### src/rtl/muldiv_seq.sv
// Iterative RV32M unsigned multiply/divide sequencer built around one shared
// 32-bit adder: shift-add for MUL/MULHU, restoring subtract for DIVU/REMU.

module adder (
    input  logic [31:0] a_in,
    input  logic [31:0] b_in,
    input  logic        car_in,
    output logic [31:0] result,
    output logic        car_out
);

    assign {car_out, result} = {1'b0, a_in} + {1'b0, b_in} + {32'b0, car_in};

endmodule

module muldiv_seq #(
    parameter int XLEN  = 32,
    parameter int CNT_W = 5
) (
    input  logic            clk_in,
    input  logic            rst_n_in,
    input  logic            start_in,
    input  logic [1:0]      op_in,
    input  logic [XLEN-1:0] a_in,
    input  logic [XLEN-1:0] b_in,
    output logic            busy_out,
    output logic            done_out,
    output logic [XLEN-1:0] result_out
);

    typedef enum logic [1:0] {
        IDLE,
        CALC,
        DONE
    } state_t;

    state_t            state, next_state;
    logic [1:0]        op_q;
    logic [XLEN-1:0]   operand_q;
    logic [XLEN-1:0]   acc_hi;
    logic [XLEN-1:0]   acc_lo;
    logic [CNT_W-1:0]  cnt;

    logic              load;
    logic              is_div;
    logic              sub_taken;
    logic [XLEN-1:0]   shift_t;
    logic [XLEN-1:0]   add_a;
    logic [XLEN-1:0]   add_b;
    logic              add_cin;
    logic [XLEN-1:0]   add_sum;
    logic              add_cout;
    logic [XLEN-1:0]   hi_nxt;
    logic [XLEN-1:0]   lo_nxt;
    logic [XLEN-1:0]   res_nxt;

    always_ff @(posedge clk_in or negedge rst_n_in) begin
        if (!rst_n_in) begin
            state <= IDLE;
        end else begin
            state <= next_state;
        end
    end

    // Start is honoured only outside CALC; DONE can hand straight over to a new op.
    always_comb begin
        next_state = state;
        busy_out   = 1'b0;
        done_out   = 1'b0;
        load       = 1'b0;
        case (state)
            IDLE: begin
                if (start_in) begin
                    next_state = CALC;
                    load       = 1'b1;
                end
            end
            CALC: begin
                busy_out = 1'b1;
                if (cnt == '0) begin
                    next_state = DONE;
                end
            end
            DONE: begin
                done_out = 1'b1;
                if (start_in) begin
                    next_state = CALC;
                    load       = 1'b1;
                end else begin
                    next_state = IDLE;
                end
            end
            default: next_state = IDLE;
        endcase
    end

    // Divide subtracts via a + ~b + 1; multiply adds the multiplicand to hi.
    assign is_div  = op_q[1];
    assign shift_t = {acc_hi[XLEN-2:0], acc_lo[XLEN-1]};
    assign add_a   = is_div ? shift_t : acc_hi;
    assign add_b   = is_div ? ~operand_q : operand_q;
    assign add_cin = is_div;

    adder u_adder (
        .a_in    (add_a),
        .b_in    (add_b),
        .car_in  (add_cin),
        .result  (add_sum),
        .car_out (add_cout)
    );

    // A set rem MSB means the shifted-out bit is worth 2^32, so the subtract always fits.
    assign sub_taken = add_cout | acc_hi[XLEN-1];

    always_comb begin
        hi_nxt = acc_hi;
        lo_nxt = acc_lo;
        if (is_div) begin
            hi_nxt = sub_taken ? add_sum : shift_t;
            lo_nxt = {acc_lo[XLEN-2:0], sub_taken};
        end else if (acc_lo[0]) begin
            hi_nxt = {add_cout, add_sum[XLEN-1:1]};
            lo_nxt = {add_sum[0], acc_lo[XLEN-1:1]};
        end else begin
            hi_nxt = {1'b0, acc_hi[XLEN-1:1]};
            lo_nxt = {acc_hi[0], acc_lo[XLEN-1:1]};
        end
    end

    assign res_nxt = op_q[0] ? hi_nxt : lo_nxt;

    always_ff @(posedge clk_in or negedge rst_n_in) begin
        if (!rst_n_in) begin
            op_q       <= '0;
            operand_q  <= '0;
            acc_hi     <= '0;
            acc_lo     <= '0;
            cnt        <= '0;
            result_out <= '0;
        end else if (load) begin
            op_q      <= op_in;
            operand_q <= op_in[1] ? b_in : a_in;
            acc_hi    <= '0;
            acc_lo    <= op_in[1] ? a_in : b_in;
            cnt       <= '1;
        end else if (state == CALC) begin
            acc_hi <= hi_nxt;
            acc_lo <= lo_nxt;
            cnt    <= cnt - CNT_W'(1);
            if (cnt == '0) begin
                result_out <= res_nxt;
            end
        end
    end

endmodule
### config.mk
export PLATFORM = sky130hd
export DESIGN_NAME = muldiv_seq
export DESIGN_NICKNAME = d
export VERILOG_FILES = /design/src/rtl/muldiv_seq.sv
export SDC_FILE = /design/constraint.sdc
export NUM_CORES = 1
export LEC_CHECK = 0
export ABC_AREA = 0
export CORE_MARGIN = 1
export CORE_UTILIZATION = 48
export CTS_CLUSTER_SIZE = 28
export DETAILED_ROUTE_END_ITERATION = 16
export GPL_ROUTABILITY_DRIVEN = 0
export GPL_TIMING_DRIVEN = 0
export MAX_ROUTING_LAYER = met4
export PLACE_DENSITY = 0.69
export SLEW_MARGIN = 15
export SYNTH_ARGS = -nofsm -noshare
export SYNTH_HDL_FRONTEND = slang
export SYNTH_SLANG_ARGS = --single-unit
### constraint.sdc
create_clock -name clk_in -period 5.3 [get_ports clk_in]
set_input_delay 1.325 -clock clk_in [delete_from_list [all_inputs] [get_ports clk_in]]
set_output_delay 1.325 -clock clk_in [all_outputs]
set_load 0.005 [all_outputs]
==> impl_metrics.env <==
export IMPL_outcome="finished with violations"
export IMPL_violations="setup timing"
export IMPL_synth_area_per_cell_um2=8.85
export IMPL_cts_made_buffers=17
export IMPL_drv_max_cap_violation_count=0
export IMPL_clock_root_buffer="clkbuf_16"
export IMPL_fin_skew_ps=6.82
export IMPL_dp_hpwl_mm=28.5
export IMPL_area_growth_pct=20.9
export IMPL_ys_seq_elements=137
export IMPL_core_area_um2=21100
export IMPL_fin_crit_sh=1.01
export IMPL_grt_overflow_total=0
export IMPL_vias_per_cell=6.45
export IMPL_clk_latency_ps=440
export IMPL_cp_required_ps=5680
export IMPL_synth_top_cell_by_area="dfrtp_1"
export IMPL_postLayoutCoreUtil=0.593
export IMPL_relSlewSlack=0.383
export IMPL_reg2reg_slack_ps=-50
export IMPL_worstSetupStartpointType="flip-flop"
export IMPL_port_buffers=101
export IMPL_end_kind="flip-flop"
export IMPL_critPathKind="flip-flop to flip-flop"
export IMPL_hold_path_endpoint="operand_q[10]"
export IMPL_grt_use_total=0.354
export IMPL_synth_edf_count=0
export IMPL_drtPass1Iterations=6
export IMPL_die_h_um=149
export IMPL_ant_nets=0
export IMPL_tightest_slew_ps=926
export IMPL_syn_nets=1270
export IMPL_initial_utilization=0.490
export IMPL_synth_warnings=0
export IMPL_setup_viol=1
export IMPL_syn_area_um2=10300
export IMPL_fmax_mhz=187
export IMPL_vias=10200
export IMPL_fill_cells=1888
export IMPL_clk_pin_slew_ps=60
export IMPL_synth_area_leaders="dfrtp_1 33%, mux2i_1 13%, nand2_1 4.8%, a21oi_1 4.7%, o21ai_0 4.5%"
export IMPL_layout_drive_gt1_share=0.0933
export IMPL_grt_pass1_vias=9735
export IMPL_rr_endpoint="result_out[8]"
export IMPL_highest_layer="met4"
export IMPL_io_pins=103
export IMPL_met3WireLength_mm=4.43
export IMPL_timing_hold_ws_ps=499
export IMPL_regToRegStartpoint="op_q[1]"
export IMPL_reg2reg_depth=19
export IMPL_worstPathArrival_ps=5730
export IMPL_rows=53
export IMPL_dp_cells=1544
export IMPL_clock_sinks=137
export IMPL_die_w_um=149
export IMPL_synth_ff_type="dfrtp_1"
export IMPL_grt_pass1_wl_mm=56.3
export IMPL_wirelength_mm=37.3
export IMPL_ys_seq_area_frac=0.332
export IMPL_synth_top_area_share=0.332
export IMPL_yosysUniqueCellTypes=68
export IMPL_worst_hold_path_num_cells=2
export IMPL_hold_viol_final=0
export IMPL_ctsHtreeMaxLevel=4
export IMPL_diodes=0
export IMPL_wl_met1_mm=15.0
export IMPL_hp_class="flip-flop to flip-flop"
export IMPL_maxSlewViolCount=0
export IMPL_synthCells=1167
export IMPL_dr_wl_met2_mm=16.2
export IMPL_async_reset_ff_frac=1.00
export IMPL_layout_nets=1398
export IMPL_wl_per_cell_um=23.5
export IMPL_setup_ws_ps=-50.5
export IMPL_final_min_clock_period_ps=5350
export IMPL_dieArea_um2=22100
export IMPL_antenna_found_initial=0
export IMPL_finalNonFillerCells=1583
export IMPL_hp_start="operand_q[10]"
export IMPL_cts_tree="yes"
export IMPL_grt_max_degree=100
export IMPL_critical_path_max_fanout=10
export IMPL_drt_iter0_drc=1070
export IMPL_cts_buffer_depth=2
export IMPL_drc=0
cell usage after synthesis (13+ instances only):
cell type / instances
mux2_2: 33
a22o_1: 16
nor3_1: 16
mux2i_1: 134
xor2_1: 39
a21oi_1: 96
a211oi_1: 22
inv_1: 21
clkbuf_1: 58
buf_1: 16
nor2_1: 59
o211ai_1: 15
nand2_1: 131
dfrtp_1: 137
a21o_1: 13
a31oi_1: 13
ha_1: 33
o221ai_1: 18
o21ai_0: 93
xnor2_1: 22
timing repair:
item | 4_1_cts | 5_1_grt
gates resized for setup | 13 | 18
setup buffers | 0 | 7
pin swaps | 0 | 2
hold buffers | 0 | 0
endpoints found under the setup margin | 65 | 25
final cells by class:
cell class / instances / area (um2) / share of cell area
multi-input cells: 920 / 6510 / 0.521
inverters: 21 / 78.8 / 0.00631
well taps: 275 / 344 / 0.0275
flip-flops and latches: 137 / 3430 / 0.274
clock inverters: 13 / 193 / 0.0154
clock buffers: 19 / 453 / 0.0362
repair buffers: 109 / 1100 / 0.0877
plain buffers: 89 / 397 / 0.0317
cell usage in the layout, fill, tap and decap left out, types with 9 or more instances in the layout:
cell / instances
mux2_2: 33
a31oi_1: 13
nand3_1: 12
xnor2_1: 22
a211oi_1: 22
nor2b_1: 11
buf_4: 9
o221ai_1: 18
clkbuf_16: 17
nand2_1: 131
a22o_1: 16
nor2_1: 59
buf_1: 11
clkbuf_1: 48
a21oi_1: 96
xor2_1: 32
o21a_1: 12
nor3_1: 16
clkbuf_2: 11
clkdlybuf4s50_1: 100
a21o_1: 13
o21ai_0: 92
dfrtp_1: 137
nand2b_1: 12
o31ai_1: 11
o211ai_1: 15
inv_1: 21
ha_1: 33
buf_2: 12
a211o_1: 11
mux2i_1: 134
metal layers:
metal  global-route usage  up-vias
li1                     -     4579
met1                0.462     4842
met2                0.511      655
met3               0.0933      135
met4                0.160        0
met5                    -        -
flip-flops by register name (all words and copies together) (netlist names):
register / flops
acc_hi: 32
acc_lo: 32
cnt: 5
op_q: 2
operand_q: 32
result_out: 32
state: 2
through the flow:
step                setup WS, ps  setup TNS, ps  area [um2]
floorplan                    752              0       10300
finish                     -50.5          -50.5       12500
detailed placement          -940         -45220       11700
global placement           -2640        -405320       11700
global route               -12.5          -12.5       12500
CTS                         61.2              0       12400
how the worst max path moves through the flow:
stage	startpoint	to	slack (ps)	cells after the start
2_1_floorplan	op_q[1]	result_out[13]	750	18
3_3_place_gp	rst_n_in	acc_hi[28]	-2640	1
3_5_place_dp	op_q[1]	acc_hi[27]	-940	19
4_1_cts	op_q[1]	result_out[8]	60	18
5_1_grt	op_q[1]	result_out[8]	-10	19
6_report	op_q[1]	result_out[8]	-50	19
cells by family after synthesis:
group                      after synthesis  synth area share
adders and majority gates               34            0.0419
AOI/OAI and AO/OA                      376             0.240
and+or+nand+nor                        282             0.126
buffers and inverters                  110            0.0435
DFF                                    137             0.332
muxes                                  167             0.166
xor gates and xnor gates                61            0.0517
worst max-delay path, cell delays in order, from the launching register on:
cell	delay [ps]
dfrtp_1	340
clkbuf_1	330
clkbuf_2	340
clkbuf_4	330
clkbuf_4	310
clkbuf_4	360
xor2_2	290
ha_1	290
buf_4	160
and3_2	230
nand4_4	130
or2_4	170
o211ai_4	110
a2111oi_4	350
buf_4	200
o21a_1	290
buf_2	310
nand2_1	110
a311oi_1	450
a211o_1	150
Power is not shown: default switching activity piles up to over one toggle a cycle in this logic, so the estimate is an artifact.
